<file path="config.mk">
export PLATFORM = sky130hd
export DESIGN_NAME = ddr3_rd_bitslip
export DESIGN_NICKNAME = d
export VERILOG_FILES = /design/src/rtl/ddr3_rd_bitslip.sv
export SDC_FILE = /design/constraint.sdc
export NUM_CORES = 1
export LEC_CHECK = 0
export ABC_CLOCK_PERIOD_IN_PS = 2400
export CORE_MARGIN = 2
export CORE_UTILIZATION = 46
export CTS_CLUSTER_SIZE = 40
export DETAILED_ROUTE_END_ITERATION = 16
export PLACE_DENSITY = 0.89
export SETUP_SLACK_MARGIN = 0.05
export SLEW_MARGIN = 20
export SYNTH_ARGS = -nofsm -noshare
export SYNTH_HDL_FRONTEND = slang
export SYNTH_SLANG_ARGS = --single-unit
</file>
<file path="constraint.sdc">
create_clock -name clock -period 2.4 [get_ports clock]
set_clock_uncertainty 0.1 [all_clocks]
set_input_delay 0.24 -clock clock [delete_from_list [all_inputs] [get_ports clock]]
set_output_delay 0.24 -clock clock [all_outputs]
set_load 0.01 [all_outputs]
</file>
<file path="src/rtl/ddr3_rd_bitslip.sv">
// Read-data bitslip trainer for one DDR3 DQ lane: aligns each IDES4 against a
// known training burst by pulsing CALIB, then forwards registered read data.

module ddr3_rd_bitslip_bit #(
    parameter logic [3:0] PATTERN = 4'b1010
) (
    input  logic       clock,
    input  logic       reset_n,
    input  logic [3:0] q,
    input  logic       clr,
    input  logic       beat,
    input  logic       win_end,
    input  logic       slip,
    output logic       bad_now,
    output logic       exhausted,
    output logic       calib,
    output logic       locked,
    output logic [1:0] slips
);
    logic bad;
    logic mis;

    assign mis       = beat && (q != PATTERN);
    // bad state as it stands including this beat; locked bits never count as bad
    assign bad_now   = !locked && (bad || mis);
    assign exhausted = bad_now && (slips == 2'd3);
    assign calib     = slip && bad && !locked;

    always_ff @(posedge clock or negedge reset_n) begin
        if (!reset_n) begin
            bad    <= 1'b0;
            locked <= 1'b0;
            slips  <= 2'd0;
        end else if (clr) begin
            bad    <= 1'b0;
            locked <= 1'b0;
            slips  <= 2'd0;
        end else if (slip) begin
            if (calib) slips <= slips + 2'd1;
            bad <= 1'b0;
        end else if (beat) begin
            bad <= bad_now;
            if (win_end && !bad_now) locked <= 1'b1;
        end
    end
endmodule

module ddr3_rd_bitslip #(
    parameter int          WIDTH   = 8,
    parameter logic [3:0]  PATTERN = 4'b1010,
    parameter int          MATCHES = 4,
    parameter int          SETTLE  = 6
) (
    input  logic                 clock,
    input  logic                 reset_n,
    input  logic                 start_i,
    input  logic                 valid_i,
    input  logic [4*WIDTH-1:0]   data_i,
    output logic [WIDTH-1:0]     calib_o,
    output logic                 busy_o,
    output logic                 done_o,
    output logic                 fail_o,
    output logic [WIDTH-1:0]     locked_o,
    output logic [2*WIDTH-1:0]   slips_o,
    output logic                 valid_o,
    output logic [4*WIDTH-1:0]   data_o
);
    typedef enum logic [2:0] {
        ST_IDLE, ST_CHECK, ST_SLIP, ST_SETTLE, ST_DONE, ST_FAIL
    } state_t;

    state_t state, state_nxt;

    logic [3:0]                beat_cnt;
    logic [3:0]                settle_cnt;
    logic [WIDTH-1:0][3:0]     q_bit;
    logic [WIDTH-1:0][1:0]     slips_a;
    logic [WIDTH-1:0]          bad_now;
    logic [WIDTH-1:0]          exhausted;
    logic                      start_acc;
    logic                      beat;
    logic                      win_end;
    logic                      slip;
    logic                      all_lock;

    assign busy_o    = (state == ST_CHECK) || (state == ST_SLIP) || (state == ST_SETTLE);
    assign done_o    = (state == ST_DONE);
    assign fail_o    = (state == ST_FAIL);
    assign start_acc = start_i && !busy_o;
    assign beat      = (state == ST_CHECK) && valid_i;
    assign win_end   = beat && (beat_cnt == 4'(MATCHES - 1));
    assign slip      = (state == ST_SLIP);
    assign all_lock  = &(locked_o | ~bad_now);
    assign slips_o   = slips_a;

    for (genvar b = 0; b < WIDTH; b++) begin : gen_bit
        assign q_bit[b] = {data_i[3*WIDTH+b], data_i[2*WIDTH+b], data_i[WIDTH+b], data_i[b]};

        ddr3_rd_bitslip_bit #(.PATTERN(PATTERN)) u_bit (
            .clock     (clock),
            .reset_n   (reset_n),
            .q         (q_bit[b]),
            .clr       (start_acc),
            .beat      (beat),
            .win_end   (win_end),
            .slip      (slip),
            .bad_now   (bad_now[b]),
            .exhausted (exhausted[b]),
            .calib     (calib_o[b]),
            .locked    (locked_o[b]),
            .slips     (slips_a[b])
        );
    end

    always_ff @(posedge clock or negedge reset_n) begin
        if (!reset_n) state <= ST_IDLE;
        else          state <= state_nxt;
    end

    always_comb begin
        state_nxt = state;
        unique case (state)
            ST_IDLE, ST_DONE, ST_FAIL: if (start_acc) state_nxt = ST_CHECK;
            ST_CHECK: begin
                if (win_end) begin
                    if (all_lock)        state_nxt = ST_DONE;
                    else if (|exhausted) state_nxt = ST_FAIL;
                    else                 state_nxt = ST_SLIP;
                end
            end
            ST_SLIP:   state_nxt = ST_SETTLE;
            ST_SETTLE: if (settle_cnt == 4'(SETTLE - 1)) state_nxt = ST_CHECK;
            default:   state_nxt = ST_IDLE;
        endcase
    end

    always_ff @(posedge clock or negedge reset_n) begin
        if (!reset_n) begin
            beat_cnt   <= 4'd0;
            settle_cnt <= 4'd0;
        end else begin
            if (start_acc || slip || win_end) beat_cnt <= 4'd0;
            else if (beat)                    beat_cnt <= beat_cnt + 4'd1;
            settle_cnt <= (state == ST_SETTLE) ? settle_cnt + 4'd1 : 4'd0;
        end
    end

    // read datapath: plain one-cycle register, independent of training
    always_ff @(posedge clock or negedge reset_n) begin
        if (!reset_n) begin
            valid_o <= 1'b0;
            data_o  <= '0;
        end else begin
            valid_o <= valid_i;
            data_o  <= data_i;
        end
    end
endmodule

</file>
==> impl_metrics.ini, run 1 <==
[grt]
grt_usage_pct = 19.3
grt_max_degree = 77
met1_usage_pct = 24.0
grt_antenna_before_repair = 0
grt_pass1_wl_um = 11400
grt_pass1_vias = 2452
grtUsageMet3_pct = 4.15
top_usage_layer = met2
grt.met2_usage_pct = 32.4
overflow = 0

[sta]
setup_violations = 0
fin_tns_setup_ns = 0
min_period_ns = 2.24
fmax_ghz = 0.446
rsz0062_at_grt = false
worst_slew_pin_slew_ns = 0.924
drv_slew = 0
slew_headroom_pct = 38.4
hold_viol_final = 0
period_share_pct = 93.5

[synth]
yosysUniqueCellTypes = 40
synth.area.top_cells = dfrtp_1, ha_1, buf_4
synthArstFlopShare_pct = 100
synth_warnings = 0
netlist_top_cells_count = dfrtp_1, nor2_1, nand2_1, buf_4, o21ai_0
synth-edff-count = 0
synth_flop_cell = dfrtp_1
synthCells = 273
synth_nets = 320
yosysSeqAreaShare_pct = 59.1
synth.largest_area_cell = dfrtp_1
synth_top_area_share_pct = 59.1
synth-seq-cells = 76
syn_area_per_cell_um2 = 11.8
synth_most_common_cell = dfrtp_1
syn_area_um2 = 3220

[clock_network]
cts_sinks = 76
tritoncts = done
cts.clk_slew.worst_paths_ns = 0.08
worstSkewPairLatency_ns = 0.34
cts_inserted_buffers = 9
clockBufferDepth = 2
cts-root-buf = clkbuf_8
h-tree-depth = 3

[pwr]
ir_drop_v = 0.000553
power.density_nw_per_um2 = 873
p_leak_nw = 2.16

[worst_setup_path]
worst_ep_arrival_time_ns = 1.90
crit_fanout = 5
cp-end-kind = primary output
worstPathRequired_ns = 2.06
crit_family = buffers and inverters
critPathKind = reg -> out
crit_chain = inv_2 > nand2_2 > nor2_4 > buf_6 > nand3b_1 > inv_1 > clkdlybuf4s50_1
crit_buf_inv = 4
slowest_stage = clkdlybuf4s50_1
critPathMaxStageDelay_ns = 0.54
crit_path_start_kind = register

[die]
die_w_um = 87.6
die_area_um2 = 7680
io_pins = 104
placementRows = 30
initial_core_util_pct = 47.3
core_area_um2 = 6790
die_h_um = 87.6

[placed_design]
place.port_buffers = 103
hpwl_um = 4990
place.gp.congestion = 0.825

[drt]
dr.pass1.iters = 5
drc_errors = 0
vias_per_cell = 5.13
drt_wl_total_um = 7200
drt_iter0_drc = 168
wl_per_cell_um = 15.1
antenna_left = 0
vias = 2447

[worst_hold_path]
hp-class = in -> reg

[final_layout]
drive_above_1_share_pct = 11.0
antenna_cells = 0
area_growth_pct = 41.6
fin_nets = 423
fin_util_pct = 67.0

[job]
drv_cap = 0

[run_status]
status = finished clean
[flip-flops by register name, summed over array words and instances (netlist names)]
| name | cells |
|---|---|
| gen_bit.u_bit.bad | 8 |
| settle_cnt | 4 |
| beat_cnt | 4 |
| valid_o | 1 |
| gen_bit.u_bit.locked | 8 |
| gen_bit.u_bit.slips | 16 |
| data_o | 32 |
| state | 3 |
[area by class of cell]
cell class | instances | area, um^2
timing repair buffer | 116 | 1140
clock buffer | 10 | 138
clock inverter | 6 | 87.6
sequential | 76 | 1900
inverter | 14 | 52.6
multi-input combinational | 159 | 1110
tap | 96 | 120
fill | 509 | 2240
[cell families (layout without fill, tap and decap cells)]
logic type | Yosys count | after routing | synth area share (%)
mux | 8 | 8 | 2.49
simple gates | 86 | 86 | 15.0
compound gates | 44 | 44 | 9.69
buf+inv | 38 | 146 | 6.69
xor+xnor | 10 | 10 | 2.72
fa+ha+maj | 11 | 11 | 4.28
flops | 76 | 76 | 59.1
[power by group]
part	switching (mW)	internal, mW	total (mW)
sequential	0.198	1.47	1.67
clock	0.468	0.614	1.08
combinational	0.627	0.598	1.23
total	1.29	2.68	3.97
[worst reg2reg max path, stage by stage (launching register included)]
cell      delay, ns
dfrtp_1        0.40
buf_4          0.16
and4bb_4       0.53
a21oi_1        0.15
o32ai_1        0.29
a211o_1        0.20
a211oi_2       0.06
a31o_1         0.23
[timing repair]
| action | 4_1_cts | 5_1_grt |
|---|---|---|
| gates resized for setup | 1 | 9 |
| buffers inserted | 9 | 0 |
| endpoints found under the hold margin | 76 | 0 |
| hold buffers | 1 | 0 |
| pin swaps | 5 | 2 |
| gates cloned | 0 | 1 |
| setup endpoints to repair | 8 | 9 |
[stage by stage]
step / hold WS [ns] / total power, mW / area [um^2] / std cells / setup slack [ns]
after detailed placement: 0.346 / 2.85 / 4220 / 450 / 0.0648
after CTS: 0.242 / 3.96 / 4520 / 476 / 0.0816
after global routing: 0.252 / 4.20 / 4550 / 477 / 0.0555
after global placement: 0.334 / 2.78 / 4220 / 450 / 0.103
after floorplan: -0.156 / 2.40 / 3220 / 273 / 0.568
final: 0.252 / 3.97 / 4550 / 477 / 0.157
[per-layer routing]
metal / part of all wire (%) / wire [um]
met5: 0 / 0
met4: 1.6 / 112
met3: 6.0 / 432
met2: 52 / 3720
met1: 41 / 2930
[path summary, 6_finish.rpt]
check | start | to | slack (ns) | depth (start not counted)
worst max-delay path | state[2]$_DFFE_PN0P_ | calib_o[0] | 0.16 | 7
worst min-delay path | data_i[18] | data_o[18]$_DFF_PN0_ | 0.25 | 1
worst max register to register | state[2]$_DFFE_PN0P_ | state[1]$_DFFE_PN0P_ | 0.19 | 7
worst min register to register | settle_cnt[0]$_DFF_PN0_ | settle_cnt[0]$_DFF_PN0_ | 0.41 | 1
max in group asynchronous | reset_n | state[1]$_DFFE_PN0P_ | 1.07 | 2
min in group asynchronous | reset_n | data_o[24]$_DFF_PN0_ | 0.50 | 2
[cell usage in the layout, fill, tap and decap left out, types with 2 or more instances in the layout]
cell type,count
a211o_1,2
a21oi_1,5
a21oi_2,3
a22o_1,8
buf_4,11
buf_6,2
bufinv_16,2
clkbuf_8,10
clkdlybuf4s50_1,101
clkinv_2,2
clkinv_4,2
dfrtp_1,75
ha_1,11
inv_1,13
mux2i_1,8
nand2_1,17
nand2b_1,4
nand3_1,2
nand3b_1,8
nand4bb_1,8
nor2_1,31
nor3b_1,3
nor4_1,2
o21ai_0,16
o22ai_1,2
o32ai_1,2
xor2_1,9
(Power assumes the default switching activity.)
==> inputs of run 2 (changes only) <==
- CAP_MARGIN: default -> 20
==> results of run 2 <==
Same layout as run 1: the final DEF is identical, and so are final timing and power.
